===== config.mk =====
export PLATFORM = sky130hd
export DESIGN_NAME = ssd_scan_ctrl
export DESIGN_NICKNAME = d
export VERILOG_FILES = /design/src/rtl/ssd_scan_ctrl.sv
export SDC_FILE = /design/constraint.sdc
export NUM_CORES = 1
export LEC_CHECK = 0
export CORE_ASPECT_RATIO = 0.7
export CORE_MARGIN = 4
export CORE_UTILIZATION = 58
export CTS_CLUSTER_SIZE = 16
export DETAILED_ROUTE_END_ITERATION = 8
export GPL_ROUTABILITY_DRIVEN = 0
export PLACE_DENSITY = 0.9
export SYNTH_ARGS = -nofsm -noshare
export SYNTH_HDL_FRONTEND = slang
export SYNTH_SLANG_ARGS = --single-unit

===== constraint.sdc =====
create_clock -name clk -period 6.45 [get_ports clk]
set_input_delay 1.6125 -clock clk [delete_from_list [all_inputs] [get_ports clk]]
set_output_delay 1.6125 -clock clk [all_outputs]
set_load 0.05 [all_outputs]

===== src/rtl/ssd_scan_ctrl.sv =====
// ssd_scan_ctrl: time-multiplexed scan of a 4-digit common-anode seven-segment display
//   Ports: clk, rst (sync, active-high); value/value_valid/value_ready handshake into a
//   pending slot adopted at frame end; dp_in, digit_en live per-digit masks;
//   an (active-low anodes), seg {g..a} active-low, dp active-low, all registered.
//   Define SSD_LZ_BLANK_EN to darken leading-zero digits (digit 0 always shown).
module ssd_scan_ctrl #(
    parameter int REFRESH_DIV  = 50000,
    parameter int BLANK_CYCLES = 16
) (
    input  logic        clk,
    input  logic        rst,
    input  logic [15:0] value,
    input  logic        value_valid,
    output logic        value_ready,
    input  logic [3:0]  dp_in,
    input  logic [3:0]  digit_en,
    output logic [3:0]  an,
    output logic [6:0]  seg,
    output logic        dp
);
    localparam int MAXC = REFRESH_DIV > BLANK_CYCLES ? REFRESH_DIV : BLANK_CYCLES;
    localparam int CW = MAXC > 1 ? $clog2(MAXC) : 1;
    localparam logic [CW-1:0] ON_LOAD = CW'(REFRESH_DIV - 1);
    localparam logic [CW-1:0] BL_LOAD = CW'(BLANK_CYCLES > 0 ? BLANK_CYCLES - 1 : 0);

    typedef enum logic {ON, BLANK} state_t;

    state_t        state, state_nx;
    logic [CW-1:0] cnt, cnt_nx;
    logic [1:0]    idx, idx_nx;
    logic [15:0]   shadow, pending;
    logic          pend_full, adv, frame_end, lit, lz_ok;
    logic [3:0]    nib;

    function automatic logic [6:0] dec(input logic [3:0] n);
        unique case (n)
            4'h0: dec = 7'h40;
            4'h1: dec = 7'h79;
            4'h2: dec = 7'h24;
            4'h3: dec = 7'h30;
            4'h4: dec = 7'h19;
            4'h5: dec = 7'h12;
            4'h6: dec = 7'h02;
            4'h7: dec = 7'h78;
            4'h8: dec = 7'h00;
            4'h9: dec = 7'h10;
            4'hA: dec = 7'h08;
            4'hB: dec = 7'h03;
            4'hC: dec = 7'h46;
            4'hD: dec = 7'h21;
            4'hE: dec = 7'h06;
            4'hF: dec = 7'h0E;
        endcase
    endfunction

    always_comb begin
        state_nx = state;
        cnt_nx   = cnt - CW'(1);
        idx_nx   = idx;
        adv      = 1'b0;
        if (cnt == '0) begin
            if (state == ON && BLANK_CYCLES > 0) begin
                state_nx = BLANK;
                cnt_nx   = BL_LOAD;
            end else begin
                state_nx = ON;
                cnt_nx   = ON_LOAD;
                idx_nx   = idx + 2'd1;
                adv      = 1'b1;
            end
        end
    end

    assign frame_end   = adv && idx == 2'd3;
    assign value_ready = !pend_full;
    assign nib         = shadow[{idx, 2'b00} +: 4];
`ifdef SSD_LZ_BLANK_EN
    // a digit is lit only if it or some higher nibble is nonzero
    assign lz_ok = idx == 2'd0 || (shadow >> {idx, 2'b00}) != 16'd0;
`else
    assign lz_ok = 1'b1;
`endif
    assign lit = state == ON && digit_en[idx] && lz_ok;

    always_ff @(posedge clk) begin
        if (rst) begin
            state     <= ON;
            cnt       <= ON_LOAD;
            idx       <= 2'd0;
            shadow    <= 16'd0;
            pending   <= 16'd0;
            pend_full <= 1'b0;
            an        <= 4'hF;
            seg       <= 7'h7F;
            dp        <= 1'b1;
        end else begin
            state <= state_nx;
            cnt   <= cnt_nx;
            idx   <= idx_nx;
            an    <= lit ? ~(4'b0001 << idx) : 4'hF;
            seg   <= lit ? dec(nib) : 7'h7F;
            dp    <= lit ? ~dp_in[idx] : 1'b1;
            // accept only into an empty slot, so it never collides with adoption
            if (value_valid && !pend_full) begin
                pending   <= value;
                pend_full <= 1'b1;
            end else if (frame_end && pend_full) begin
                shadow    <= pending;
                pend_full <= 1'b0;
            end
        end
    end
endmodule


# After elaboration in Yosys (flattened, before gate mapping)
# Memories as Yosys holds them, arrays and structs flattened. A register that Yosys moved wholly into a read port is not among the register bits.
# Cells that the tools add are included.
[totals]
mem_count = 1
reg_bits = 57
inputBits = 27
mem_bits_ro = 112
[mem_list]
columns = ["name", "depth", "word_bits", "rd", "rd_clocked_by_memory_dff", "write_ports", "line", "source"]
rows = [
  ["(name not given)", 16, 7, 1, 1, 0, "36", "unique case (n)"],
]
[classes]
eq_ne = 1
n_bitwise = 5
shifts = 2
reduce_logical = 10
order_cmp = 1
add_sub_neg = 2
mux = 11
[ops]
columns = ["cell", "count"]
rows = [
  ["16-bit 2-to-1 mux", 2],
  ["16-bit zero test", 1],
  ["16-bit by 5-bit indexed part select with 4-bit output", 1],
  ["16-bit by 1-bit subtractor with 16-bit output (second input constant)", 1],
  ["1-bit 2-to-1 mux", 7],
  ["1-bit binary-select mux with 2-bit select", 2],
  ["1-bit logical AND", 4],
  ["1-bit inverter", 4],
  ["4-bit inverter", 1],
  ["2-bit AND reduction", 2],
  ["1-bit by 2-bit left shift with 4-bit output (first input constant)", 1],
  ["2-bit by 3-bit less-than comparator with 1-bit output (second input constant)", 1],
  ["2-bit by 1-bit adder with 2-bit output (second input constant)", 1],
  ["2-bit == test (second input constant)", 1],
  ["2-bit nonzero test", 1],
  ["2-bit OR reduction", 1],
  ["1-bit zero test", 1],
]

# Depth between registers and ports, before layout
# Gate-level depths: netlist of the first run.
[logic_depth]
depth_word = 6
mapped_depth = 8
mapped_depth_nobuf = 6

# Least setup slack after synthesis of the first run
# Ideal clock, no wire load.
[synth_path]
path_kind = "input -> register"
from = "input port digit_en[1]"
to = "register seg[4]"
t_arrival_ns = 2.511
path_buffers = 1
t_required_ns = 6.305
setup_slack_ns = 3.794
setup_time_ns = 0.145
cell_stages = 4
cell_sequence = "mux4_2 > nor3b_1 > clkbuf_1 > o221ai_1"
[synth_between]
elab_chain_cells = 5
[synth_rtl]
columns = ["element", "line", "source"]
rows = [
  ["start, declared", "16", "input logic [3:0] digit_en,"],
  ["1-bit binary-select mux with 2-bit select", "83", "assign lit = state == ON && digit_en[idx] && lz_ok;"],
  ["1-bit 2-to-1 mux (implied by the code)", "83", ""],
  ["1-bit logical AND", "83", ""],
  ["1-bit inverter (no line)", "-", ""],
  ["2-bit OR reduction (no line)", "-", ""],
  ["end, declared", "18", "output logic [6:0] seg,"],
]
# Every way passes these cells. The select of a mux whose other input is x is not followed.
# A chain may end at the register's enable or synchronous reset.

# Worst setup path in the final report of the first run
[layout_path]
from = "input port digit_en[0]"
to = "register seg[4]"
# Same word-level chain as after synthesis.

==> metrics.log, run 1 <==
[metrics] run status: complete, no violations
[metrics] share of power burned in the clock network: 41.1%
[metrics] detailed-route DRC error count: 0
[metrics] largest net degree at the start of global routing: 36
[metrics] total grt overflow: 0
[metrics] Post-synth EDFFs: 0
[metrics] CP endpoint kind: flop
[metrics] number of warnings issued by yosys: 0
[metrics] cell taking the most area after synthesis: sky130_fd_sc_hd__dfxtp_1
[metrics] height of the die: 66.6 um
[metrics] number of antenna repair diodes: 0
[metrics] number of fill cells in the layout: 349
[metrics] combined area of the multi-input logic cells: 1430 um^2
[metrics] average via count per standard cell: 5.45
[metrics] I/O pin count: 40
[metrics] type of the setup path with the least slack: in2reg
[metrics] number of search-and-repair iterations in the first detailed-routing pass: 4
[metrics] HPWL Detailed: 4080 um
[metrics] leak pwr: 1.21 nW
[metrics] Max FO, Critical Path: 12
[metrics] biggest area contributors in the synthesized netlist: sky130_fd_sc_hd__dfxtp_1 (45%), sky130_fd_sc_hd__nand2_1 (11%), sky130_fd_sc_hd__mux2i_1 (6.0%), sky130_fd_sc_hd__ha_1 (4.8%), sky130_fd_sc_hd__mux4_2 (4.8%)
[metrics] number of antenna violations at the first check in global routing: 0
[metrics] root buffer cell: sky130_fd_sc_hd__clkbuf_8
[metrics] arrival time of the worst setup path: 3590 ps
[metrics] Worst-path clk slew: 60 ps
[metrics] max-slew violation count: 0
[metrics] most common cell in the netlist: sky130_fd_sc_hd__nand2_1
[metrics] synthesized net count: 347
[metrics] share of the clock period used by the worst path after layout: 53.5%
[metrics] area growth from synthesis to final layout: 20.3%
[metrics] Min Clock Period, post-route: 3450 ps
[metrics] CTS Buffer Depth: 2
[metrics] area taken by flip-flops and latches: 1280 um^2
[metrics] clock tree from TritonCTS: done
[metrics] vias in the first global route: 2155
[metrics] average detailed-routed wire length per instance: 14.1 um
[metrics] final standard cell utilization of the core: 71.9%
[metrics] source-to-sink clock delay at the later pin of the worst-skew pair: 340 ps
[metrics] Tightest Pin Transition: 1250 ps
[metrics] Cell Int Power: 618 uW
[metrics] number of different library cells in the post-synthesis netlist: 43
[metrics] final worst clock skew: 5.28 ps
[metrics] cells resized by post-CTS repair: 0
[metrics] Sw Share: 23.0%
[metrics] Max Freq: 0.290 GHz
[metrics] H-tree Lvls: 3
[metrics] Post-Syn Instances: 309
[metrics] Synth top cells by count: sky130_fd_sc_hd__nand2_1 (83), sky130_fd_sc_hd__dfxtp_1 (64), sky130_fd_sc_hd__a21oi_1 (26), sky130_fd_sc_hd__mux2i_1 (17), sky130_fd_sc_hd__clkbuf_1 (15)
[metrics] post-CTS setup buffers: 0
[metrics] Die Outline Area: 6100 um^2
[metrics] worst hold path class: reg2reg
[metrics] sequential share of the synthesized area: 45.1%
[metrics] RSZ-0062 raised after global routing: no
[metrics] total power density per cell area: 235 nW/um^2
[metrics] number of max-cap violations: 0
[metrics] remaining antenna violation count after routing: 0
[metrics] Tot GR Track Use: 20.9%
[metrics] Pwr Total: 803 uW
[metrics] post-synth top area share: 45.1%
[metrics] switching pwr: 185 uW
[metrics] share of post-route cells with drive strength above 1: 8.38%
[metrics] count of hold-fix buffers inserted at cts: 0
[metrics] area of the mapped netlist: 2840 um^2
[metrics] via count of the routed design: 2260
[metrics] buffers added on ports: 39
[metrics] number of failing setup endpoints in the final timing report: 0
[metrics] share of flip-flops with an asynchronous set or reset after synthesis: 0%
[metrics] relative max-transition margin: 16.5%
[metrics] number of DRC violations after detailed-routing iteration 0: 233
[metrics] critical path required time: 6590 ps
[metrics] die width: 91.7 um
[metrics] number of hold violations in the final report: 0
[metrics] CTS buffer count: 9
[metrics] portion of total power attributed to combinational logic: 7.7%
[metrics] Final #Nets: 380
[metrics] proportion of power drawn by flip-flops and latches: 51.3%
[metrics] startpoint types: input port
[metrics] number of clock sinks seen by CTS: 64
[metrics] worst vdd ir: 0.000190 V
[metrics] initial core utilization: 59.8%
[metrics] average cell area after synthesis: 9.20 um^2
[metrics] global-route wire length before repair: 9950 um
[metrics] Placeable Area: 4760 um^2
[metrics] cell row count: 21
[metrics] total negative setup slack: 0 ps
[metrics] routed wire length: 5830 um
[metrics] leading register cell type out of synthesis: sky130_fd_sc_hd__dfxtp_1
[metrics] number of synthesized register bits: 64
==> kinds of logic after synthesis <==
family	synth area share, %
and+or+nand+nor	21.3
DFF	45.1
adders and majority gates	4.84
AOI/OAI and AO/OA	9.90
muxes	11.5
xor gates and xnor gates	2.77
buffers and inverters	4.58
==> flip-flops by register name, summed over array words and instances, names as in the netlist, 2 cells and up <==
register / flops
cnt: 16
pending: 16
shadow: 16
seg: 7
an: 4
idx: 2
==> layer usage <==
| layer | part of all wire, % | routed length [um] | GRT usage [%] |
|---|---|---|---|
| met1 | 45 | 2630 | 25.2 |
| met2 | 46 | 2670 | 32.8 |
| met3 | 7.3 | 426 | 9.03 |
| met4 | 1.8 | 106 | 9.02 |
| met5 | 0 | 0 | 0 |
==> stage by stage <==
step,worst slack (ps),hold WS [ps],area (um^2),instances
global route,2820,433,3420,415
detailed placement,2640,400,3230,400
CTS,2980,414,3420,415
finish,3000,414,3420,415
global placement,2710,397,3230,400
floorplan,3790,384,2840,309
==> final cells by class <==
| cell class | instances | area share, % |
|---|---|---|
| Clock buffer | 11 | 4.13 |
| Tap cell | 69 | 2.52 |
| Clock inverter | 4 | 1.32 |
| Inverter | 10 | 1.10 |
| Timing Repair Buffer | 40 | 11.6 |
| Sequential cell | 64 | 37.5 |
| Multi-Input combinational cell | 217 | 41.8 |
==> power by group through the flow <==
stage	combinational, mW	sequential [mW]	clock [mW]
6_report	0.0615	0.412	0.330
5_1_grt	0.0668	0.413	0.354
4_1_cts	0.0619	0.412	0.336
3_5_place_dp	0.0616	0.421	0
3_3_place_gp	0.0600	0.420	0
2_1_floorplan	0.0259	0.428	0
==> critical path, cell delays in order <==
cell	delay (ps)
sky130_fd_sc_hd__clkdlybuf4s50_1	470
sky130_fd_sc_hd__mux4_2	220
sky130_fd_sc_hd__nor3b_1	990
sky130_fd_sc_hd__o221ai_1	300
==> cell usage in the layout, fill, tap and decap left out, types with 4 or more instances in the layout <==
cell                              count
sky130_fd_sc_hd__nand2_1             83
sky130_fd_sc_hd__ha_1                11
sky130_fd_sc_hd__clkdlybuf4s50_1     39
sky130_fd_sc_hd__mux4_2               6
sky130_fd_sc_hd__o221ai_1             6
sky130_fd_sc_hd__inv_1                9
sky130_fd_sc_hd__mux2i_1             17
sky130_fd_sc_hd__a21oi_1             26
sky130_fd_sc_hd__clkbuf_8            10
sky130_fd_sc_hd__o21ai_0              7
sky130_fd_sc_hd__dfxtp_1             64
sky130_fd_sc_hd__nand3_1              4
sky130_fd_sc_hd__nor2_1              10
sky130_fd_sc_hd__xor2_1               7
==> final timing paths <==
kind	from	slack (ps)	cells after the start	endpoint
setup reg to reg	cnt[8]	3760	4	shadow[0]
setup / recovery	digit_en[0]	3000	4	seg[4]
hold reg to reg	cnt[0]	410	1	cnt[0]
hold / removal	cnt[0]	410	1	cnt[0]
No activity file was read; power rests on OpenSTA's default activity.
==> inputs of run 2 (changes only) <==
--- a/config.mk
+++ b/config.mk
@@ -7,11 +7,11 @@
 export LEC_CHECK = 0
 export CORE_ASPECT_RATIO = 0.7
 export CORE_MARGIN = 4
-export CORE_UTILIZATION = 58
+export CORE_UTILIZATION = 49
 export CTS_CLUSTER_SIZE = 16
 export DETAILED_ROUTE_END_ITERATION = 8
 export GPL_ROUTABILITY_DRIVEN = 0
-export PLACE_DENSITY = 0.9
+export PLACE_DENSITY = 0.82
 export SYNTH_ARGS = -nofsm -noshare
 export SYNTH_HDL_FRONTEND = slang
 export SYNTH_SLANG_ARGS = --single-unit
==> constraint.sdc (replaced) <==
create_clock -name clk -period 2.95 [get_ports clk]
set_input_delay 0.7375 -clock clk [delete_from_list [all_inputs] [get_ports clk]]
set_output_delay 0.7375 -clock clk [all_outputs]
set_load 0.05 [all_outputs]
==> metrics.log, run 2 (synthesis gave the netlist of run 1 again) <==
[metrics] CTS Buffer Depth: 2 (unchanged)
[metrics] relative max-transition margin: 51.7% (+35 points)
[metrics] max-slew violation count: 0 (unchanged)
[metrics] startpoint types: flop
[metrics] number of search-and-repair iterations in the first detailed-routing pass: 4 (unchanged)
[metrics] number of hold violations in the final report: 0 (unchanged)
[metrics] final worst clock skew: 4.76 ps (-0.518 ps)
[metrics] worst setup margin: 642 ps (-2360 ps)
[metrics] Placeable Area: 5420 um^2 (+14%)
[metrics] Tot GR Track Use: 18.0% (-2.9 points)
[metrics] arrival time of the worst setup path: 1570 ps (-2020 ps)
[metrics] run status: complete, no violations
[metrics] RSZ-0062 raised after global routing: no
[metrics] clock tree from TritonCTS: done
[metrics] leading cell type in the layout, fill and taps excluded: sky130_fd_sc_hd__nand2_1
[metrics] share of the clock period used by the worst path after layout: 78.2%
[metrics] via count of the routed design: 2228 (-1.4%)
[metrics] source-to-sink clock delay at the later pin of the worst-skew pair: 350 ps (about the same)
[metrics] number of DRC violations after detailed-routing iteration 0: 82 (-65%)
[metrics] total power density per cell area: 533 nW/um^2 (+130%)
[metrics] Min Clock Period, post-route: 2310 ps
[metrics] I/O pin count: 40 (unchanged)
[metrics] average detailed-routed wire length per instance: 14.0 um (-0.21%)
[metrics] routed wire length: 5950 um (+2.0%)
[metrics] Max Freq: 0.433 GHz
[metrics] average via count per standard cell: 5.25 (-3.5%)
[metrics] buffers added on ports: 39 (unchanged)
[metrics] Place WS: 700 ps (-1940 ps)
[metrics] Cell Int Power: 1.42 mW (+130%)
[metrics] number of antenna violations at the first check in global routing: 0 (unchanged)
[metrics] cells resized by post-CTS repair: 0 (unchanged)
[metrics] height of the die: 71.7 um (+7.7%)
[metrics] total negative setup slack: 0 ps (unchanged)
[metrics] most frequent cells in the layout: sky130_fd_sc_hd__nand2_1 (83), sky130_fd_sc_hd__dfxtp_1 (64), sky130_fd_sc_hd__clkdlybuf4s50_1 (39)
[metrics] leak pwr: 1.23 nW (+2.4%)
[metrics] type of the setup path with the least slack: reg2out
[metrics] total grt overflow: 0 (unchanged)
[metrics] global-route wire length before repair: 10100 um (+1.3%)
[metrics] number of max-cap violations: 0 (unchanged)
[metrics] largest net degree at the start of global routing: 33 (-8.3%)
[metrics] Final #Nets: 385 (+1.3%)
[metrics] number of clock sinks seen by CTS: 64 (unchanged)
[metrics] CP endpoint kind: primary output
[metrics] Worst-path clk slew: 70 ps (about the same)
[metrics] share of power burned in the clock network: 44.2% (+3.1 points)
[metrics] detailed-route DRC error count: 0 (unchanged)
[metrics] number of failing setup endpoints in the final timing report: 0 (unchanged)
[metrics] Max FO, Critical Path: 4 (-8)
[metrics] CTS buffer count: 9 (unchanged)
[metrics] count of hold-fix buffers inserted at cts: 0 (unchanged)
[metrics] die width: 99.0 um (+8.0%)
[metrics] post-CTS setup buffers: 0 (unchanged)
[metrics] path depth of the worst reg2reg path: 5 (+1)
[metrics] number of antenna repair diodes: 0 (unchanged)
[metrics] H-tree Lvls: 3 (unchanged)
[metrics] critical path required time: 2210 ps (-4380 ps)
[metrics] worst hold path class: reg2reg
[metrics] Sw Share: 23.5% (+0.53 points)
[metrics] biggest regs: cnt x16, pending x16, shadow x16
[metrics] hold-critical path depth: 1 (unchanged)
[metrics] Tightest Pin Transition: 717 ps (-532 ps)
[metrics] portion of total power attributed to combinational logic: 7.5% (-0.2 points)
[metrics] cell row count: 22 (+4.8%)
[metrics] area growth from synthesis to final layout: 23.0%
[metrics] switching pwr: 438 uW (+140%)
[metrics] remaining antenna violation count after routing: 0 (unchanged)
[metrics] initial core utilization: 52.4% (-7.4 points)
[metrics] share of post-route cells with drive strength above 1: 10.2% (+1.8 points)
[metrics] root buffer cell: sky130_fd_sc_hd__clkbuf_8
[metrics] Die Outline Area: 7100 um^2 (+16%)
[metrics] HPWL Detailed: 4270 um (+4.7%)
[metrics] proportion of power drawn by flip-flops and latches: 48.3% (-3.0 points)
[metrics] worst vdd ir: 0.000292 V (+54%)
[metrics] vias in the first global route: 2121 (-1.6%)
==> run 2: changes by cell type in the layout (fill, tap and decap cells not counted), sizes merged <==
| cell | delta |
|---|---|
| buf | +5 |
| clkinv | -1 |
| clkinvlp | +3 |
| bufinv | +1 |
| clkbuf | -2 |
==> run 2: per-layer routing <==
metal | vias up | share of wire (%) | wire length, um | GRT usage (%)
met5 | - | 0 | 0 | 0
met4 | 0 | 1.4 | 82 | 7.42
met3 | 6 | 6.9 | 411 | 6.71
met2 | 70 | 45 | 2690 | 27.4
met1 | 1021 | 47 | 2770 | 23.2
li1 | 1131 | - | - | -
==> run 2: final cells by class <==
cell class                      instances  area (um^2)
Tap cell                               72         90.1
Clock buffer                            9          124
Inverter                               10         37.5
Timing Repair Buffer                   45          435
Multi-Input combinational cell        217         1430
Clock inverter                          7         96.3
Fill cell                             445         1930
Sequential cell                        64         1280
==> run 2: final timing paths <==
path,start,endpoint,slack [ps]
worst max-delay path,pend_full,value_ready,640
worst max register to register,idx[0],seg[0],800
worst min register to register,cnt[0],cnt[0],410
worst min-delay path,cnt[0],cnt[0],410
==> run 2: per-stage QoR <==
stage / utilization (%) / instance area, um^2 / hold slack, ps / total power [mW] / cells
after floorplan: - / 2840 / 384 / 0.992 / 309
after global placement: 60.4 / 3280 / 398 / 1.05 / 408
after detailed placement: 60.4 / 3280 / 401 / 1.06 / 408
after CTS: 64.5 / 3500 / 416 / 1.88 / 424
after global routing: 64.5 / 3500 / 455 / 1.93 / 424
final: 64.5 / 3500 / 413 / 1.86 / 424
==> run 2: power groups by stage <==
stage               Clock [mW]  Sequential, mW  Combinational, mW
floorplan                    0           0.936             0.0567
global placement             0           0.919              0.136
detailed placement           0           0.919              0.139
CTS                      0.839           0.899              0.140
global route             0.880           0.901              0.152
finish                   0.824           0.899              0.139
==> run 2: critical path: stages, from the launching register on <==
cell and delay (ps):
sky130_fd_sc_hd__dfxtp_1 340, sky130_fd_sc_hd__inv_1 80, sky130_fd_sc_hd__clkdlybuf4s50_1 800
==> inputs of run 3 (changes only) <==
--- a/config.mk
+++ b/config.mk
@@ -7,11 +7,11 @@
 export LEC_CHECK = 0
 export CORE_ASPECT_RATIO = 0.7
 export CORE_MARGIN = 4
-export CORE_UTILIZATION = 49
+export CORE_UTILIZATION = 54
 export CTS_CLUSTER_SIZE = 16
 export DETAILED_ROUTE_END_ITERATION = 8
 export GPL_ROUTABILITY_DRIVEN = 0
-export PLACE_DENSITY = 0.82
+export PLACE_DENSITY = 0.85
 export SYNTH_ARGS = -nofsm -noshare
 export SYNTH_HDL_FRONTEND = slang
 export SYNTH_SLANG_ARGS = --single-unit
==> constraint.sdc (replaced) <==
create_clock -name clk -period 2.3 [get_ports clk]
set_input_delay 0.575 -clock clk [delete_from_list [all_inputs] [get_ports clk]]
set_output_delay 0.575 -clock clk [all_outputs]
set_load 0.05 [all_outputs]
==> metrics.log, run 3 (synthesis gave the netlist of run 1 again) <==
[metrics] clock tree from TritonCTS: done
[metrics] Tot GR Track Use: 19.2% (+1.2 points)
[metrics] number of clock sinks seen by CTS: 64 (unchanged)
[metrics] worst-path cell chain: inv_1 -> clkdlybuf4s50_1
[metrics] HPWL Detailed: 4080 um (-4.4%)
[metrics] final worst clock skew: 8.35 ps (+3.59 ps)
[metrics] number of fill cells in the layout: 391 (-12%)
[metrics] Max FO, Critical Path: 4 (unchanged)
[metrics] worst setup margin: 160 ps (-482 ps)
[metrics] total grt overflow: 0 (unchanged)
[metrics] arrival time of the worst setup path: 1570 ps (about the same)
[metrics] most utilized layer in the global route result: met2
[metrics] final-layout worst hold slack: 414 ps (+1.10 ps)
[metrics] biggest regs: cnt x16, pending x16, shadow x16
[metrics] number of failing setup endpoints in the final timing report: 0 (unchanged)
[metrics] cell total after placement: 407 (-0.25%)
[metrics] final standard cell utilization of the core: 71.4% (+6.9 points)
[metrics] number of search-and-repair iterations in the first detailed-routing pass: 4 (unchanged)
[metrics] remaining antenna violation count after routing: 0 (unchanged)
[metrics] share of post-route cells with drive strength above 1: 10.5% (+0.25 points)
[metrics] combined area of the multi-input logic cells: 1440 um^2 (+0.35%)
[metrics] leak pwr: 1.26 nW (+2.2%)
[metrics] max-slew violation count: 0 (unchanged)
[metrics] cell row count: 21 (-4.5%)
[metrics] Place WS: -494 ps (-1190 ps)
[metrics] most frequent cells in the layout: sky130_fd_sc_hd__nand2_1 (83), sky130_fd_sc_hd__dfxtp_1 (64), sky130_fd_sc_hd__clkdlybuf4s50_1 (39)
[metrics] area growth from synthesis to final layout: 24.0%
[metrics] share of the clock period used by the worst path after layout: 93.1%
[metrics] average via count per standard cell: 5.28 (+0.47%)
[metrics] Final #Nets: 387 (+0.52%)
[metrics] global-route wire length before repair: 9540 um (-5.3%)
[metrics] startpoint types: flop
[metrics] CTS Buffer Depth: 2 (unchanged)
[metrics] CP endpoint kind: primary output
[metrics] run status: complete, no violations
[metrics] number of antenna repair diodes: 0 (unchanged)
[metrics] critical path required time: 1730 ps (-480 ps)
[metrics] met2 track demand over resource in global routing: 28.7% (+1.3 points)
[metrics] die width: 94.7 um (-4.4%)
[metrics] relative max-transition margin: 54.8% (+3.1 points)
[metrics] RSZ-0062 raised after global routing: no
[metrics] number of max-cap violations: 0 (unchanged)
[metrics] detailed-route DRC error count: 0 (unchanged)
[metrics] area taken by flip-flops and latches: 1280 um^2 (unchanged)
[metrics] I/O pin count: 40 (unchanged)
[metrics] Min Clock Period, post-route: 2140 ps
[metrics] max incr delay on CP: 800 ps (about the same)
[metrics] H-tree Lvls: 3 (unchanged)
[metrics] routed wire length: 5740 um (-3.4%)
[metrics] type of the setup path with the least slack: reg2out
[metrics] largest net degree at the start of global routing: 33 (unchanged)
[metrics] via count of the routed design: 2228 (unchanged)
[metrics] Crit-path slowest cell: sky130_fd_sc_hd__clkdlybuf4s50_1
[metrics] met1 track demand over resource: 25.4% (+2.2 points)
[metrics] leading cell type in the layout, fill and taps excluded: sky130_fd_sc_hd__nand2_1
[metrics] Tightest Pin Transition: 675 ps (-42.2 ps)
[metrics] buffers added on ports: 39 (unchanged)
[metrics] number of antenna violations at the first check in global routing: 0 (unchanged)
[metrics] worst vdd ir: 0.000501 V (+72%)
[metrics] Placeable Area: 4940 um^2 (-8.9%)
[metrics] number of hold violations in the final report: 0 (unchanged)
[metrics] Worst-path clk slew: 60 ps (about the same)
[metrics] average detailed-routed wire length per instance: 13.6 um (-3.0%)
[metrics] CTS buffer count: 9 (unchanged)
[metrics] Die Outline Area: 6510 um^2 (-8.4%)
[metrics] worst hold path class: reg2reg
[metrics] number of DRC violations after detailed-routing iteration 0: 162 (+98%)
[metrics] buffer and inverter count on the worst path: 2 (unchanged)
[metrics] root buffer cell: sky130_fd_sc_hd__clkbuf_8
[metrics] met3 demand-to-capacity share in global routing: 6.07% (-0.64 points)
[metrics] total power density per cell area: 681 nW/um^2 (+28%)
[metrics] vias in the first global route: 2089 (-1.5%)
[metrics] total negative setup slack: 0 ps (unchanged)
[metrics] number of cells in the finished layout apart from fillers: 422 (-0.47%)
[metrics] initial core utilization: 57.5% (+5.1 points)
[metrics] Max Freq: 0.467 GHz
[metrics] source-to-sink clock delay at the later pin of the worst-skew pair: 350 ps (about the same)
[metrics] height of the die: 68.7 um (-4.2%)
[metrics] crit-path leading delay family: buffers and inverters
run 3: report_power, final:
group	switching, mW	leakage [nW]	internal [mW]
Combinational	0.0964	0.627	0.0821
Sequential	0.0157	0.522	1.14
Clock	0.407	0.112	0.662
Total	0.519	1.26	1.88
run 3: final cells by class:
| cell class | instances | share of cell area, % |
|---|---|---|
| Tap cell | 69 | 2.45 |
| Sequential cell | 64 | 36.4 |
| Timing Repair Buffer | 47 | 13.1 |
| Clock buffer | 12 | 4.40 |
| Multi-Input combinational cell | 217 | 40.8 |
| Clock inverter | 3 | 1.85 |
| Inverter | 10 | 1.06 |
run 3: timing repair:
item,4_1_cts,5_1_grt
hold buffers,0,0
setup endpoints to repair,5,0
setup buffers,0,0
resized for setup,1,0
run 3: per-layer routing:
metal | part of all wire [%] | vias up
met2 | 43 | 55
met1 | 50 | 1024
met4 | 1.4 | 0
li1 | - | 1139
met3 | 5.7 | 10
met5 | 0 | -
run 3: metrics by stage:
step	power (mW)	cell area, um^2
after floorplan	1.27	2840
after global placement	1.35	3300
after detailed placement	1.36	3300
after CTS	2.42	3520
after global routing	2.49	3520
final	2.40	3520
run 3: path summary, 6_finish.rpt:
path | from | end | slack, ps | cells after the start
min | cnt[0] | cnt[0] | 410 | 1
max reg2reg | idx[0] | seg[0] | 170 | 5
min reg2reg | cnt[0] | cnt[0] | 410 | 1
max | pend_full | value_ready | 160 | 2
